**src/rtl/bram_req_ctrl_pkg.sv**
```systemverilog
// Shared definitions for the block-RAM request controller: state encoding
// and byte-strobe width helpers.
package bram_req_ctrl_pkg;

  function automatic int strb_width(input int data_width);
    return data_width / 8;
  endfunction

  localparam int DEF_DATA_WIDTH = 32;
  localparam int DEF_STRB_WIDTH = strb_width(DEF_DATA_WIDTH);
  localparam logic [DEF_STRB_WIDTH-1:0] ALL_STRB = '1;

  localparam logic [2:0] S_IDLE      = 3'd0;
  localparam logic [2:0] S_RD_ISSUE  = 3'd1;
  localparam logic [2:0] S_RD_CAPT   = 3'd2;
  localparam logic [2:0] S_WR_ISSUE  = 3'd3;
  localparam logic [2:0] S_RMW_RD    = 3'd4;
  localparam logic [2:0] S_RMW_MERGE = 3'd5;
  localparam logic [2:0] S_RMW_WR    = 3'd6;
  localparam logic [2:0] S_RESP      = 3'd7;

  typedef enum logic [2:0] {
    IDLE      = S_IDLE,
    RD_ISSUE  = S_RD_ISSUE,
    RD_CAPT   = S_RD_CAPT,
    WR_ISSUE  = S_WR_ISSUE,
    RMW_RD    = S_RMW_RD,
    RMW_MERGE = S_RMW_MERGE,
    RMW_WR    = S_RMW_WR,
    RESP      = S_RESP
  } state_t;

endpackage

```
**src/rtl/bram_req_ctrl_byte_merge.sv**
```systemverilog
// Combinational byte-lane merge: strobed lanes take the new data, the rest
// keep the old word. Shared with the cache store path.
module bram_byte_merge #(
  parameter int DATA_WIDTH = 32,
  parameter int STRB_WIDTH = DATA_WIDTH / 8
) (
  input  logic [DATA_WIDTH-1:0] old_data,
  input  logic [DATA_WIDTH-1:0] new_data,
  input  logic [STRB_WIDTH-1:0] strb,
  output logic [DATA_WIDTH-1:0] merged
);

  for (genvar gi = 0; gi < STRB_WIDTH; gi++) begin : g_byte
    assign merged[8*gi +: 8] = strb[gi] ? new_data[8*gi +: 8] : old_data[8*gi +: 8];
  end

endmodule

```
**src/rtl/bram_req_ctrl.sv**
```systemverilog
// Initiator-side controller for the single-port BRAM: loads, full stores,
// byte-masked stores as read-modify-write, one response per request.
module bram_req_ctrl
  import bram_req_ctrl_pkg::*;
#(
  parameter int DATA_WIDTH = 32,
  parameter int ADDR_WIDTH = 10,
  parameter int STRB_WIDTH = strb_width(DATA_WIDTH)
) (
  input  logic                  clk,
  input  logic                  rst_n,
  input  logic                  req_valid,
  output logic                  req_ready,
  input  logic                  req_we,
  input  logic [ADDR_WIDTH-1:0] req_addr,
  input  logic [DATA_WIDTH-1:0] req_wdata,
  input  logic [STRB_WIDTH-1:0] req_wstrb,
  output logic                  rsp_valid,
  input  logic                  rsp_ready,
  output logic [DATA_WIDTH-1:0] rsp_rdata,
  output logic                  ram_rst,
  output logic                  ram_en,
  output logic                  ram_we,
  output logic [ADDR_WIDTH-1:0] ram_addr,
  output logic [DATA_WIDTH-1:0] ram_di,
  input  logic [DATA_WIDTH-1:0] ram_do
);

  state_t                  state_reg, state_next;
  logic [ADDR_WIDTH-1:0]   addr_reg;
  logic [DATA_WIDTH-1:0]   wdata_reg;
  logic [STRB_WIDTH-1:0]   wstrb_reg;
  logic                    we_reg;
  logic [DATA_WIDTH-1:0]   merged_reg;
  logic [DATA_WIDTH-1:0]   rdata_reg, rdata_next;
  logic [DATA_WIDTH-1:0]   merge_out;
  logic                    accept;

  // Ready is gated by rst_n so it reads 0 for the whole reset interval.
  assign req_ready = rst_n && (state_reg == IDLE);
  assign accept    = req_valid && req_ready;
  assign ram_rst   = ~rst_n;
  assign rsp_rdata = rdata_reg;

  bram_byte_merge #(
    .DATA_WIDTH(DATA_WIDTH),
    .STRB_WIDTH(STRB_WIDTH)
  ) u_merge (
    .old_data(ram_do),
    .new_data(wdata_reg),
    .strb    (wstrb_reg),
    .merged  (merge_out)
  );

  always_ff @(posedge clk or negedge rst_n) begin
    if (!rst_n) begin
      state_reg  <= IDLE;
      addr_reg   <= '0;
      wdata_reg  <= '0;
      wstrb_reg  <= '0;
      we_reg     <= 1'b0;
      merged_reg <= '0;
      rdata_reg  <= '0;
    end else begin
      state_reg <= state_next;
      rdata_reg <= rdata_next;
      if (accept) begin
        addr_reg  <= req_addr;
        wdata_reg <= req_wdata;
        wstrb_reg <= req_wstrb;
        we_reg    <= req_we;
      end
      // ram_do holds the old word during RMW_MERGE (read issued one cycle earlier).
      if (state_reg == RMW_MERGE) begin
        merged_reg <= merge_out;
      end
    end
  end

  always_comb begin
    state_next = state_reg;
    rdata_next = rdata_reg;
    rsp_valid  = 1'b0;
    ram_en     = 1'b0;
    ram_we     = 1'b0;
    ram_addr   = addr_reg;
    ram_di     = '0;
    case (state_reg)
      IDLE: begin
        ram_addr = '0;
        if (accept) begin
          if (!req_we)          state_next = RD_ISSUE;
          else if (&req_wstrb)  state_next = WR_ISSUE;
          else if (~|req_wstrb) state_next = RESP;
          else                  state_next = RMW_RD;
        end
      end
      RD_ISSUE: begin
        ram_en     = 1'b1;
        state_next = RD_CAPT;
      end
      RD_CAPT: begin
        rdata_next = we_reg ? '0 : ram_do;
        state_next = RESP;
      end
      WR_ISSUE: begin
        ram_en     = 1'b1;
        ram_we     = 1'b1;
        ram_di     = wdata_reg;
        state_next = RESP;
      end
      RMW_RD: begin
        ram_en     = 1'b1;
        state_next = RMW_MERGE;
      end
      RMW_MERGE: begin
        state_next = RMW_WR;
      end
      RMW_WR: begin
        ram_en     = 1'b1;
        ram_we     = 1'b1;
        ram_di     = merged_reg;
        state_next = RESP;
      end
      RESP: begin
        rsp_valid = 1'b1;
        if (rsp_ready) begin
          rdata_next = '0;
          state_next = IDLE;
        end
      end
      default: state_next = IDLE;
    endcase
  end

endmodule

```
**config.mk**
```make
export PLATFORM = sky130hd
export DESIGN_NAME = bram_req_ctrl
export DESIGN_NICKNAME = d
export VERILOG_FILES = /design/src/rtl/bram_req_ctrl_pkg.sv /design/src/rtl/bram_req_ctrl_byte_merge.sv /design/src/rtl/bram_req_ctrl.sv
export SDC_FILE = /design/constraint.sdc
export NUM_CORES = 1
export LEC_CHECK = 0
export CORE_MARGIN = 1
export CORE_UTILIZATION = 30
export DETAILED_ROUTE_END_ITERATION = 8
export PLACE_DENSITY_LB_ADDON = 0.1
export SETUP_SLACK_MARGIN = 0.1
export SYNTH_ARGS = -nofsm -noshare
export SYNTH_HDL_FRONTEND = slang
export SYNTH_SLANG_ARGS = --single-unit
```
**constraint.sdc**
```tcl
create_clock -name clk -period 1.7 [get_ports clk]
set_input_delay 0.17 -clock clk [delete_from_list [all_inputs] [get_ports clk]]
set_output_delay 0.17 -clock clk [all_outputs]
set_load 0.01 [all_outputs]
```
== Yosys cells after proc, flatten, opt, wreduce, memory -nomap -nowiden ==
Index checks and enable logic that the tools add are counted.

* Flip-flop bits (word level): 114
* Bits of input ports: 83
* Logic and storage cells: 46

* Eq/ne operators: 9
* Mux-type cells: 18
* Bitwise operators: 1
* Reductions and logical operators: 11

{| class="wikitable"
|+ Operator list
! cell !! number
|-
| $pmux 32 s2 || 2
|-
| $mux 32 || 2
|-
| $mux 8 || 4
|-
| $pmux 3 s6 || 1
|-
| $eq 3x3->1 const B || 4
|-
| $mux 3 || 4
|-
| $mux 10 || 1
|-
| $reduce_or 4->1 || 2
|-
| $eq 3x2->1 const B || 2
|-
| $ne 2x2->1 const B || 2
|-
| $reduce_and 2->1 || 2
|-
| $reduce_and 4->1 || 1
|-
| $eq 3x1->1 const B || 1
|-
| $logic_not 3->1 || 1
|-
| $mux 1 || 3
|-
| $reduce_or 3->1 || 1
|-
| $logic_and 1x1->1 || 2
|-
| $mux 2 || 1
|-
| $reduce_bool 2->1 || 1
|-
| $reduce_or 2->1 || 1
|-
| $not 1->1 || 1
|}

== Logic depth before layout (Yosys ltp) ==
* Depth after elaboration: 6
* Depth in mapped cells: 5
* Depth with buffers taken out: 3

== Modules after synthesis ==
A second synthesis with hierarchy kept.

* Cells, all modules: 358
* Area total of the unflattened synthesis: 5421.4 µm²

{| class="wikitable"
|+ Modules (own cells, without submodules)
! module !! times used !! cells each !! area an instance (µm²) !! seq. area each (µm²)
|-
| bram_req_ctrl || 1 || 322 || 4895.9 || 2852.7
|-
| bram_byte_merge || 1 || 36 || 525.5 || 0.0
|}

== Worst setup path after synthesis ==
Ideal clock, no wire load.

* Path kind: register -> register
* From: register state_reg[2]
* To: register addr_reg[0]
* Arrival time: 1.449 ns
* Data required time: 1.575 ns
* Setup slack: 0.126 ns
* Stages on the path, launching flop included: 6
* Path buffers: 2
* Period minus slack after synthesis: 1.574 ns
* Path through: dfrtp_1 nor3_4 and3_1 buf_6 buf_12 mux2_4

* Longest elaborated chain between the ends: 3

{| class="wikitable"
|+ Ends and longest elaborated chain
! item !! RTL line !! RTL
|-
| start, declared || bram_req_ctrl.sv:29 || <nowiki>state_t state_reg, state_next;</nowiki>
|-
| start signal, assigned || bram_req_ctrl.sv:65 || <nowiki>state_reg <= state_next;</nowiki>
|-
| $logic_not 3->1 || bram_req_ctrl.sv:40 || <nowiki>assign req_ready = rst_n && (state_reg == IDLE);</nowiki>
|-
| $logic_and 1x1->1 || bram_req_ctrl.sv:40 ||
|-
| $logic_and 1x1->1 || bram_req_ctrl.sv:41 || <nowiki>assign accept = req_valid && req_ready;</nowiki>
|-
| end signal, assigned || bram_req_ctrl.sv:68 || <nowiki>addr_reg <= req_addr;</nowiki>
|-
| end, declared || bram_req_ctrl.sv:30 || <nowiki>logic [ADDR_WIDTH-1:0] addr_reg;</nowiki>
|}

Every way passes these cells.
A chain may end at the register's enable or synchronous reset.

== Worst setup path in the final report ==
* From: register state_reg[1]
* To: register addr_reg[1]

The elaborated chain is that of the path after synthesis.

==> flow_metrics.env <==
export IMPL_grt_pass1_vias=4152
export IMPL_globalplace_congestion=0.753
export IMPL_rows=47
export IMPL_synth_top_family_by_area="multiplexers"
export IMPL_synth_xor_area_frac=0.00169
export IMPL_die_area_um2=17800
export IMPL_grt_max_degree=94
export IMPL_final_antenna_net_count=0
export IMPL_final_util=0.481
export IMPL_cts_max_level=4
export IMPL_clk_pin_slew_ns=0.05
export IMPL_slew_viol_final=0
export IMPL_port_buffers=161
export IMPL_wl_per_cell_um=19.0
export IMPL_layout_commonest_cell="clkdlybuf4s50_1"
export IMPL_ys_warn_count=0
export IMPL_tritoncts="built"
export IMPL_grt_overflow_total=0
export IMPL_dp_slack_ns=-0.175
export IMPL_drive_above_1_share=0.319
export IMPL_dp_hpwl_um=9790
export IMPL_grt_pass1_wl_um=23900
export IMPL_power_leakage_nw=3.69
export IMPL_grtUsageTotal=0.179
export IMPL_critPathMostFrequentCell="buf_6"
export IMPL_hp_class="input port to flop"
export IMPL_drt_iter0_markers=195
export IMPL_dr_pass1_iters=4
export IMPL_ios=162
export IMPL_slew_headroom=0.592
export IMPL_worst_ep_arrival_time_ns=2.18
export IMPL_hp_start="rst_n"
export IMPL_tns_ns=-12.35
export IMPL_min_period_ns=1.89
export IMPL_ir_drop_v=0.000957
export IMPL_ctsRootBufferMaster="clkbuf_16"
export IMPL_setup_worst_path_class="flop to flop"
export IMPL_synth_adder_area_share=0
export IMPL_power_mw=13.7
export IMPL_final_cell_mix="clkdlybuf4s50_1, dfrtp_1, a22o_1, mux2_4, buf_2"
export IMPL_numCtsBuffers=17
export IMPL_synth_cells=394
export IMPL_internal_power_mw=9.25
export IMPL_drv_cap=0
export IMPL_max_stage_delay_ns=0.43
export IMPL_startpoint="state_reg[1]$_DFFE_PN0P_"
export IMPL_r2r_start="state_reg[1]$_DFFE_PN0P_"
export IMPL_path_buf_inv=3
export IMPL_finalHoldViolCount=0
export IMPL_synthMuxAreaShare=0.190
export IMPL_die_height_um=133
export IMPL_crit_slowest_cell="dfrtp_2"
export IMPL_crit_required_ns=1.99
export IMPL_fmax_mhz=528
export IMPL_fp_dieW_um=133
export IMPL_core_area_um2=16800
export IMPL_vias=4009
export IMPL_outcome="complete, but fails checks"
export IMPL_crit_fanout=10
export IMPL_seq_power_share=0.345
export IMPL_antenna_found_initial=0
export IMPL_syn_to_final_growth_pct=55.5
export IMPL_fin_crit_sh=1.11
export IMPL_pwr_share_comb=0.418
export IMPL_worst_slew_pin_slew_ns=0.612
export IMPL_crit_chain="buf_6, nor3_4, buf_6, and3_4, clkbuf_16, mux2_4"
export IMPL_syn_cell_area_um2=5190
export IMPL_violations="setup timing"
export IMPL_avgViaCountPerCell=4.82
export IMPL_p_switching_mw=4.48
export IMPL_diodes=0
export IMPL_p_clk_frac=0.237
export IMPL_grt_setup_unrepaired="yes"
export IMPL_worst_setup_path_start_kind="flop"
export IMPL_drc=0
export IMPL_synth_cell_types=34
export IMPL_finClkSkew_ns=0.0104
export IMPL_wl_um=15800
export IMPL_nNetsFinal=683
export IMPL_synth_compound_area_frac=0.150
export IMPL_yosysSeqAreaShare=0.550
export IMPL_cts_buffer_depth=2
export IMPL_setup_viol=87
export IMPL_power_density_nw_per_um2=1700
export IMPL_syn_area_per_cell_um2=13.2
export IMPL_cts_sinks=114
export IMPL_path_delay_family="simple AND/OR/NAND/NOR gates"
export IMPL_endpoint_kind="flop"
export IMPL_clock_latency_ns=0.41
export IMPL_yosys_register_bits=114
export IMPL_syn_nets=477
export IMPL_setup_slack_ns=-0.193
export IMPL_switching_share=0.326
export IMPL_start_util=0.310
export IMPL_synthSimpleGateAreaFrac=0.0646
-- final cells by class --
cell class                 instances  area [um^2]
fill                            1536         8700
tap                              220          275
clock buffer                      21          450
multi-input combinational        246         2200
timing repair buffer             219         2190
inverter                           2         7.51
sequential                       114         2860
clock inverter                    10         87.6
-- synth_stat cells (all sizes together) --
| library cell | instances | area [um^2] |
|---|---|---|
| mux2i | 32 | 320 |
| nand4 | 2 | 12.5 |
| clkbuf | 12 | 45.0 |
| nand3 | 1 | 5.00 |
| nor4 | 1 | 6.26 |
| and3 | 3 | 18.8 |
| o211ai | 1 | 7.51 |
| a211oi | 1 | 7.51 |
| a22oi | 1 | 7.51 |
| and4 | 1 | 8.76 |
| and3b | 1 | 8.76 |
| xor2 | 1 | 8.76 |
| mux2 | 46 | 664 |
| o21ai | 37 | 189 |
| a21boi | 1 | 7.51 |
| and2 | 2 | 12.5 |
| nor3 | 2 | 21.3 |
| and2b | 3 | 22.5 |
| nor4b | 1 | 23.8 |
| inv | 2 | 7.51 |
| or3b | 1 | 8.76 |
| nand3b | 1 | 7.51 |
| nor2 | 2 | 7.51 |
| buf | 20 | 174 |
| dfrtp | 114 | 2850 |
| a22o | 64 | 561 |
| nor2b | 7 | 43.8 |
| nand2 | 34 | 128 |
-- final timing paths --
path	cells past startpoint	slack, ns	end
max in group asynchronous	3	0.76	merged_reg[13]$_DFFE_PN0P_
min	3	0.17	state_reg[0]$_DFFE_PN0P_
max	6	-0.19	addr_reg[1]$_DFFE_PN0P_
min in group asynchronous	2	0.34	wstrb_reg[1]$_DFFE_PN0P_
min reg2reg	2	0.48	merged_reg[8]$_DFFE_PN0P_
max reg2reg	6	-0.19	addr_reg[1]$_DFFE_PN0P_
-- cells by family (layout without fill, tap and decap cells) --
family / Yosys count / count (layout)
buf+inv: 34 / 252
simple gates: 62 / 62
mux: 78 / 78
flops: 114 / 114
xor+xnor: 1 / 1
compound gates: 105 / 105
-- stage by stage --
stage	hold WS, ns	std cells	area (um^2)
5_1_grt	0.171	832	8060
4_1_cts	0.159	826	7880
6_report	0.166	832	8060
3_5_place_dp	0.0443	771	7150
3_3_place_gp	0.0466	771	7150
2_1_floorplan	-0.126	394	5190
-- per-layer routing --
metal / track usage / vias up / share of wire
li1: - / 1861 / -
met1: 0.246 / 2003 / 0.47
met2: 0.277 / 137 / 0.46
met3: 0.0533 / 8 / 0.061
met4: 0.0461 / 0 / 0.0061
met5: 0 / - / 0
-- worst min-delay path, delay by kind of cell --
family,cells,cell delay (ns)
buffers and inverters,1,0.16
AND/OR/NAND/NOR,1,0.11
AO/OA/AOI/OAI,1,0.07
-- power by group through the flow --
stage / Clock [mW] / Sequential [mW] / Combinational [mW]
global route: 3.46 / 4.89 / 6.20
global placement: 0 / 4.74 / 5.22
floorplan: 0 / 4.54 / 2.75
finish: 3.25 / 4.74 / 5.74
CTS: 3.34 / 4.73 / 5.68
detailed placement: 0 / 4.76 / 5.28
-- repair_timing --
action	4_1_cts	5_1_grt
gates cloned	4	5
buffers inserted	18	5
pin swaps	34	10
gates resized for setup	227	31
hold endpoints to repair	21	0
hold buffers	2	0
setup endpoints to repair	109	127
(Power assumes the default switching activity.)
